`src/rtl/dac_reg_ramp_pkg.sv`:
```
// Shared definitions for the DAC register/ramp block and the serial DAC stage.
package dac_reg_ramp_pkg;

  localparam int NUM_DAC_CH    = 4;
  localparam int DAC_CODE_W    = 8;
  localparam int DAC_REGDATA_W = NUM_DAC_CH * DAC_CODE_W;
  localparam int DAC_CHAN_W    = $clog2(NUM_DAC_CH);

  typedef logic [DAC_CODE_W-1:0] dac_code_t;
  typedef logic [DAC_CHAN_W-1:0] dac_chan_t;

  // Slew direction is never stored; it is always re-derived from cur vs tgt.
  typedef enum logic [1:0] {
    SLEW_IDLE = 2'd0,
    SLEW_UP   = 2'd1,
    SLEW_DOWN = 2'd2
  } slew_dir_e;

  // Control state: one cycle of INIT after reset before writes/ramping start.
  typedef enum logic {
    CTRL_INIT = 1'b0,
    CTRL_RUN  = 1'b1
  } ctrl_state_e;

  // Channel ch occupies DAC_regdata[dac_slice_lsb(ch) +: DAC_CODE_W].
  // The serial stage uses the same mapping to pick channels back out.
  function automatic int dac_slice_lsb(input int ch);
    return ch * DAC_CODE_W;
  endfunction

  // Direction the current code has to move to reach the target.
  function automatic slew_dir_e slew_dir(input dac_code_t cur, input dac_code_t tgt);
    if (cur < tgt) begin
      return SLEW_UP;
    end else if (cur > tgt) begin
      return SLEW_DOWN;
    end
    return SLEW_IDLE;
  endfunction

endpackage

```
`src/rtl/dac_slew_channel.sv`:
```
// One DAC channel: target/current code pair with rate-limited slewing.
module dac_slew_channel
  import dac_reg_ramp_pkg::*;
#(
  parameter int        MAX_STEP  = 1,
  parameter dac_code_t INIT_CODE = 8'h00
) (
  input  logic      clk,
  input  logic      rst,
  input  logic      tick,
  input  logic      wr_en,
  input  dac_code_t wr_value,
  input  logic      wr_immediate,
  output dac_code_t cur,
  output logic      busy
);

  localparam logic [DAC_CODE_W:0]   MAX_STEP_WIDE = (DAC_CODE_W + 1)'(MAX_STEP);
  localparam logic [DAC_CODE_W-1:0] MAX_STEP_CODE = DAC_CODE_W'(MAX_STEP);

  dac_code_t           cur_reg;
  dac_code_t           cur_next;
  dac_code_t           tgt_reg;
  dac_code_t           tgt_next;
  logic                busy_reg;
  slew_dir_e           dir;
  logic [DAC_CODE_W:0] gap;       // one extra bit so the distance never wraps
  dac_code_t           step_amt;

  // Next cur/tgt: a write takes priority over a tick; otherwise step toward target.
  always_comb begin
    dir      = slew_dir(cur_reg, tgt_reg);
    gap      = '0;
    cur_next = cur_reg;
    tgt_next = tgt_reg;

    case (dir)
      SLEW_UP:   gap = {1'b0, tgt_reg} - {1'b0, cur_reg};
      SLEW_DOWN: gap = {1'b0, cur_reg} - {1'b0, tgt_reg};
      default:   gap = '0;
    endcase

    // Clipping the step to the remaining distance prevents overshoot and wrap.
    step_amt = (gap > MAX_STEP_WIDE) ? MAX_STEP_CODE : gap[DAC_CODE_W-1:0];

    if (wr_en) begin
      tgt_next = wr_value;
      if (wr_immediate) begin
        cur_next = wr_value;
      end
    end else if (tick) begin
      case (dir)
        SLEW_UP:   cur_next = cur_reg + step_amt;
        SLEW_DOWN: cur_next = cur_reg - step_amt;
        default:   cur_next = cur_reg;
      endcase
    end
  end

  // Code registers; busy is computed from the next values so it lines up with cur.
  always_ff @(posedge clk) begin
    if (rst) begin
      cur_reg  <= INIT_CODE;
      tgt_reg  <= INIT_CODE;
      busy_reg <= 1'b0;
    end else begin
      cur_reg  <= cur_next;
      tgt_reg  <= tgt_next;
      busy_reg <= (cur_next != tgt_next);
    end
  end

  assign cur  = cur_reg;
  assign busy = busy_reg;

endmodule

```
`src/rtl/dac_reg_ramp.sv`:
```
// Four-channel DAC code register with programmable slew, feeding DAC_regdata.
module dac_reg_ramp
  import dac_reg_ramp_pkg::*;
#(
  parameter int        STEP_DIV  = 4096,
  parameter int        MAX_STEP  = 1,
  parameter dac_code_t INIT_CODE = 8'h00
) (
  input  logic                     clk,
  input  logic                     rst,
  input  logic                     in_valid,
  output logic                     in_ready,
  input  logic [DAC_CHAN_W-1:0]    in_chan,
  input  logic [DAC_CODE_W-1:0]    in_value,
  input  logic                     in_immediate,
  output logic [DAC_REGDATA_W-1:0] DAC_regdata,
  output logic [NUM_DAC_CH-1:0]    busy,
  output logic                     settled
);

  localparam int              PRESC_W   = $clog2(STEP_DIV);
  localparam logic [PRESC_W-1:0] PRESC_LAST = PRESC_W'(STEP_DIV - 1);

  ctrl_state_e          state_reg;
  ctrl_state_e          state_next;
  logic [PRESC_W-1:0]   presc_reg;
  logic [PRESC_W-1:0]   presc_next;
  logic                 tick;
  logic                 wr_fire;
  logic [NUM_DAC_CH-1:0] wr_en;
  dac_code_t            cur [NUM_DAC_CH];

  // Control state register.
  always_ff @(posedge clk) begin
    if (rst) begin
      state_reg <= CTRL_INIT;
    end else begin
      state_reg <= state_next;
    end
  end

  // INIT lasts exactly one cycle; writes are only accepted in RUN.
  always_comb begin
    state_next = state_reg;
    in_ready   = 1'b0;
    case (state_reg)
      CTRL_INIT: state_next = CTRL_RUN;
      CTRL_RUN:  in_ready   = 1'b1;
      default:   state_next = CTRL_INIT;
    endcase
  end

  // Prescaler next value: parked at 0 in INIT, free-running wrap in RUN.
  always_comb begin
    tick       = (state_reg == CTRL_RUN) && (presc_reg == PRESC_LAST);
    presc_next = '0;
    if (state_reg == CTRL_RUN && !tick) begin
      presc_next = presc_reg + 1'b1;
    end
  end

  // Prescaler register.
  always_ff @(posedge clk) begin
    if (rst) begin
      presc_reg <= '0;
    end else begin
      presc_reg <= presc_next;
    end
  end

  assign wr_fire = in_valid & in_ready;

  generate
    for (genvar gi = 0; gi < NUM_DAC_CH; gi++) begin : g_ch
      assign wr_en[gi] = wr_fire && (in_chan == DAC_CHAN_W'(gi));

      dac_slew_channel #(
        .MAX_STEP  (MAX_STEP),
        .INIT_CODE (INIT_CODE)
      ) u_ch (
        .clk          (clk),
        .rst          (rst),
        .tick         (tick),
        .wr_en        (wr_en[gi]),
        .wr_value     (in_value),
        .wr_immediate (in_immediate),
        .cur          (cur[gi]),
        .busy         (busy[gi])
      );

      // cur is a channel register, so the output word carries no extra logic.
      assign DAC_regdata[dac_slice_lsb(gi) +: DAC_CODE_W] = cur[gi];
    end
  endgenerate

  // Derived from the registered busy bits, so it changes on the same edge.
  assign settled = ~|busy;

endmodule

```
`config.mk`:
```
export PLATFORM = sky130hd
export DESIGN_NAME = dac_reg_ramp
export DESIGN_NICKNAME = d
export VERILOG_FILES = /design/src/rtl/dac_reg_ramp_pkg.sv /design/src/rtl/dac_slew_channel.sv /design/src/rtl/dac_reg_ramp.sv
export SDC_FILE = /design/constraint.sdc
export NUM_CORES = 1
export LEC_CHECK = 0
export CAP_MARGIN = 40
export CORE_UTILIZATION = 24
export DETAILED_ROUTE_END_ITERATION = 8
export PLACE_DENSITY = 0.5
export SKIP_LAST_GASP = 1
export SYNTH_ARGS = -nofsm -noshare
export SYNTH_HDL_FRONTEND = slang
export SYNTH_HIERARCHICAL = 1
export SYNTH_SLANG_ARGS = --single-unit
```
`constraint.sdc`:
```
create_clock -name clk -period 6.01 [get_ports clk]
set_clock_uncertainty 0.05 [all_clocks]
set_input_delay 0.9015 -clock clk [delete_from_list [all_inputs] [get_ports clk]]
set_output_delay 0.9015 -clock clk [all_outputs]
set_load 0.02 [all_outputs]
```
======== Yosys cells after proc, flatten, opt, wreduce, memory -nomap -nowiden ========
Index checks and enable logic that the tools add are counted.
operators by class
  add/sub/neg operators ................... 17
  $lt $le $gt $ge ......................... 12
  equality and inequality tests ........... 16
  muxes and demuxes ....................... 50
  bitwise gates (word level) .............. 2
  reductions and logical operators ........ 11
operators with widths
  kind                     count
  $mux W8                  20
  $pmux W9 S2              4
  $sub A8 B8 Y9            8
  $pmux W8 S2              4
  $gt A9 B1 Y1 const B     4
  $add A8 B8 Y8            4
  $gt A8 B8 Y1             4
  $lt A8 B8 Y1             4
  $ne A8 B8 Y1             4
  $sub A8 B8 Y8            4
  $mux W2                  12
  $add A12 B1 Y12 const B  1
  $eq A12 B12 Y1 const B   1
  $eq A2 B2 Y1 const B     6
  $eq A2 B1 Y1 const B     5
  $mux W1                  10
  $logic_and A1 B1 Y1      6
  $reduce_or A4 Y1         1
  $logic_not A1 Y1         2
  $logic_not A2 Y1         1
  $reduce_or A2 Y1         1
  $and A1 B1 Y1            1
  $not A1 Y1               1
word-level totals
  register bits ........................... 81
  input bits .............................. 14
  output and inout port bits .............. 38
  word-level logic and storage cells ...... 122

======== Depth between registers and ports, before layout ========
  depth after elaboration ................. 13
  depth in mapped cells ................... 25
  depth with buffers taken out ............ 25

======== Hierarchy ========
The synthesis kept the hierarchy.
by module, submodules not included
  module                            instances  cells an instance  area an instance (µm²)  seq. area each (µm²)
  dac_slew_channel at g_ch[2].u_ch  1          313                2,402.3                 340.3
  dac_slew_channel at g_ch[3].u_ch  1          307                2,357.3                 340.3
  dac_slew_channel at g_ch[1].u_ch  1          290                2,280.9                 340.3
  dac_slew_channel at g_ch[0].u_ch  1          279                2,277.2                 340.3
  dac_reg_ramp                      1          75                 660.6                   260.2

======== Worst setup path before layout ========
Ideal clock, no wire load.
  path type ............................... register -> register
  start point ............................. reg g_ch[1].u_ch.cur_reg[1]
  end point ............................... reg g_ch[1].u_ch.busy_reg
  library setup time ...................... 0.125 ns
  data arrival time ....................... 4.660 ns
  data required time ...................... 5.835 ns
  setup slack ............................. 1.175 ns
  stages on the path, launching flop included .. 23
  path buffers ............................ 0
  period minus slack after synthesis ...... 4.835 ns
  path through ............................ dfxtp_1 > inv_1 > fa_1 > a21o_1 > a2111oi_2 > a31oi_1 > nor3_2 > nand2_1 > nand2_1 > nand2_1 > nor2_1 > ha_1 > nor2b_1 > fa_1 > nand2b_1 > a21oi_1 > xnor2_1 > nor2_1 > a2111o_1 > a221oi_1 > nand4_1 > o31ai_1 > a21oi_1
between the ends
  longest elaborated chain between the ends .. 13
  elaborated cells on any way between the ends .. 20
  those cells by class .................... add/sub: 4; order compare: 3; eq/ne: 3; mux: 10
ends and longest elaborated chain
  item                                            RTL line                                        RTL
  start: declaration                              dac_slew_channel.sv:21                          dac_code_t cur_reg;
  start signal: assignment                        dac_slew_channel.sv:67                          cur_reg <= cur_next;
  $gt A8 B8 Y1                                    dac_reg_ramp_pkg.sv:35                          end else if (cur > tgt) begin
  $mux W1                                         dac_reg_ramp_pkg.sv:35
  $mux W1                                         dac_reg_ramp_pkg.sv:33                          if (cur < tgt) begin
  $mux W2                                         dac_reg_ramp_pkg.sv:38                          return SLEW_IDLE;
  $eq A2 B2 Y1 or $eq A2 B1 Y1 (tied branches)    dac_slew_channel.sv:37, dac_slew_channel.sv:52
  $pmux W9 S2                                     dac_slew_channel.sv:37                          case (dir)
  $gt A9 B1 Y1                                    dac_slew_channel.sv:44                          step_amt = (gap > MAX_STEP_WIDE) ? MAX_STEP_CODE : gap[DAC_CODE_W-1:0];
  $mux W8                                         dac_slew_channel.sv:44
  $sub A8 B8 Y8 or $add A8 B8 Y8 (tied branches)  dac_slew_channel.sv:54, dac_slew_channel.sv:53
  $pmux W8 S2                                     dac_slew_channel.sv:52                          case (dir)
  $mux W8                                         dac_slew_channel.sv:51                          end else if (tick) begin
  $mux W8 (*)                                     dac_slew_channel.sv:46                          if (wr_en) begin
  $ne A8 B8 Y1 (*)                                dac_slew_channel.sv:69                          busy_reg <= (cur_next != tgt_next);
  end signal: assignment                          dac_slew_channel.sv:69
  end: declaration                                dac_slew_channel.sv:25                          logic busy_reg;
Mark *: on every way between the ends. The rest lies on a longest branch, timed or not.
A chain may end at the register's enable or synchronous reset.

======== Final worst setup path ========
  start point ............................. reg g_ch[1].u_ch.cur_reg[2]
  end point ............................... reg g_ch[1].u_ch.busy_reg
Same word-level chain as after synthesis.

==> results.json <==
{
  "status": "finished clean",
  "wl_mm": 30.2,
  "hpwl_mm": 23.2,
  "drv_slew": 0,
  "final_common_cell": "nor2_1",
  "first_pass_iters": 5,
  "max_slew_margin_pct": 42.5,
  "power_w": 0.00212,
  "p_per_area_nw_per_um2": 188,
  "holdWs_ns": 0.413,
  "final_cell_mix": "113 x nor2_1, 112 x inv_1, 97 x ha_1",
  "yosys_warnings": 6,
  "tightest_slew_ns": 0.863,
  "rsz0062_at_grt": "no",
  "yosysSeqAreaShare_pct": 16.3,
  "crit_start": "g_ch[1].u_ch/cur[2]$_SDFF_PP0_",
  "fin_setup_tns_ns": 0,
  "cts_hold_buf": 0,
  "root_buffer": "clkbuf_16",
  "wl_per_cell_um": 16.5,
  "ys.flop_type": "dfxtp_1",
  "nets": 1415,
  "fmax_mhz": 184,
  "cp.required_ns": 6.15,
  "syn_inst": 1264,
  "syn-num-nets": 1387,
  "area_delta_synth_final_pct": 13.1,
  "grt_pass1_wl_mm": 48.4,
  "viasPerCell": 5.05,
  "io_pins": 52,
  "finalCritPeriodShare_pct": 90.6,
  "hold_class": "flip-flop to flip-flop",
  "cts_tree": "done",
  "cts_resized": 0,
  "setup_viol": 0,
  "track_usage_pct": 14.4,
  "fin_crit_ns": 5.45,
  "clkTransAtPathRegs_ns": 0.07,
  "ys_types": 110,
  "diodes": 0,
  "p_leak_nw": 4.36,
  "critical_path_arrival_ns": 5.59,
  "end_kind": "flip-flop",
  "worstPathMaxFanout": 9,
  "min_from": "presc_reg[0]$_SDFF_PP0_",
  "initial_core_util_pct": 24.4,
  "grt_max_degree": 72,
  "place_congestion": 0.895,
  "fin_util_pct": 27.6,
  "antenna_found_initial": 0,
  "drtIter0Drc": 586,
  "numPortBuffers": 51,
  "fp.dieH_um": 206,
  "synth-seq-cells": 81,
  "hold_viol": 0,
  "crit_path_start_kind": "flip-flop",
  "cts_htree_levels": 3,
  "clk_latency_ns": 0.34,
  "drv_cap": 0,
  "postRouteAntennaNets": 0,
  "vdd.ir_drop.worst_uv": 126,
  "drc": 0,
  "die_area_um2": 42400,
  "clockBufferDepth": 2,
  "r2r_start": "g_ch[1].u_ch/cur[2]$_SDFF_PP0_",
  "syn_area_um2": 9980,
  "grt_pass1_vias": 8684,
  "syn_avg_cell_area_um2": 7.89,
  "cts_setup_buffers": 0,
  "clock_sinks": 81,
  "async_reset_ff_share_pct": 0,
  "numCtsBuffers": 9,
  "overflow": 0,
  "die_w_um": 206,
  "crit_type": "flip-flop to flip-flop",
  "fp-row-count": 74,
  "drive_gt1_share_pct": 8.26,
  "synth-edff-count": 0,
  "coreArea_um2": 40900,
  "vias": 9232
}
[layer usage]
metal / vias to the layer above / share of wire (%) / routed length (um) / track usage [%]
met2: 196 / 46 / 13800 / 23.6
li1: 4618 / - / - / -
met3: 28 / 3.3 / 991 / 1.89
met5: - / 0 / 0 / 0
met1: 4390 / 49 / 14900 / 19.9
met4: 0 / 1.4 / 435 / 2.86
[cell type report]
cell class | count | area, um^2
Fill cell | 4451 | 29600
Multi-Input combinational cell | 1013 | 7620
Sequential cell | 81 | 1620
Timing Repair Buffer | 73 | 666
Tap cell | 532 | 666
Inverter | 114 | 428
Clock buffer | 10 | 239
Clock inverter | 5 | 40.0
[worst max-delay path, cell delays in order, from the launching register on]
cell      delay, ns
dfxtp_1        0.46
inv_1          0.12
ha_1           0.43
nor2b_1        0.18
o21ai_0        0.19
nand2b_1       0.14
a211oi_1       0.33
mux2i_1        0.25
a31oi_1        0.11
nor4_1         0.22
nor3_1         0.09
nor2_1         0.12
ha_1           0.23
nor2b_1        0.16
fa_1           0.44
nand2b_1       0.17
a21oi_1        0.22
xnor2_1        0.21
nor2_1         0.08
a2111o_1       0.39
a221oi_1       0.26
nand4_1        0.13
o31ai_1        0.23
a21oi_1        0.10
[worst paths after layout]
| check | to | slack (ns) | depth (start not counted) |
|---|---|---|---|
| setup / recovery | g_ch[1].u_ch/busy$_SDFF_PP0_ | 0.56 | 23 |
| hold / removal | presc_reg[0]$_SDFF_PP0_ | 0.41 | 1 |
| setup reg to reg | g_ch[1].u_ch/busy$_SDFF_PP0_ | 0.56 | 23 |
| hold reg to reg | presc_reg[0]$_SDFF_PP0_ | 0.41 | 1 |
[through the flow]
step / setup slack, ns / instances / cell area (um^2)
after detailed placement: 0.675 / 1813 / 11000
final: 0.563 / 1828 / 11300
after global routing: 0.106 / 1828 / 11300
after global placement: 0.694 / 1813 / 11000
after CTS: 0.633 / 1828 / 11300
after floorplan: 1.17 / 1264 / 9980
[kinds of logic after synthesis]
group | Yosys count | share of synthesized area (%)
xor+xnor | 90 | 7.97
other cells | 4 | 0.150
flops | 81 | 16.3
mux | 61 | 6.23
fa+ha+maj | 109 | 14.6
compound gates | 342 | 25.6
simple gates | 407 | 21.6
buf+inv | 170 | 7.55
[cells in the mapped netlist (all sizes together), types with 19 or more instances]
cell type / instances / area share [%]
nor2: 115 / 4.3
nor2b: 26 / 1.6
buf: 37 / 2.5
and3: 21 / 1.3
nand2b: 26 / 1.6
mux2i: 58 / 5.9
dfxtp: 81 / 16
inv: 113 / 4.3
nand4: 23 / 1.6
o21a: 19 / 1.4
clkbuf: 19 / 0.71
xnor2: 55 / 4.8
o21ai: 60 / 3.0
xor2: 35 / 3.1
a21oi: 74 / 4.1
ha: 97 / 12
nand2: 60 / 2.3
a211oi: 39 / 3.0
nand3: 37 / 2.1
nor3: 34 / 1.8
[report_power, final]
part	internal [W]	switching [W]	leakage, nW
logic	0.000436	0.000585	3.56
clock network	0.000292	0.000234	0.139
registers	0.000552	0.0000250	0.657
Note: power is estimated with default switching activity, not from simulation.
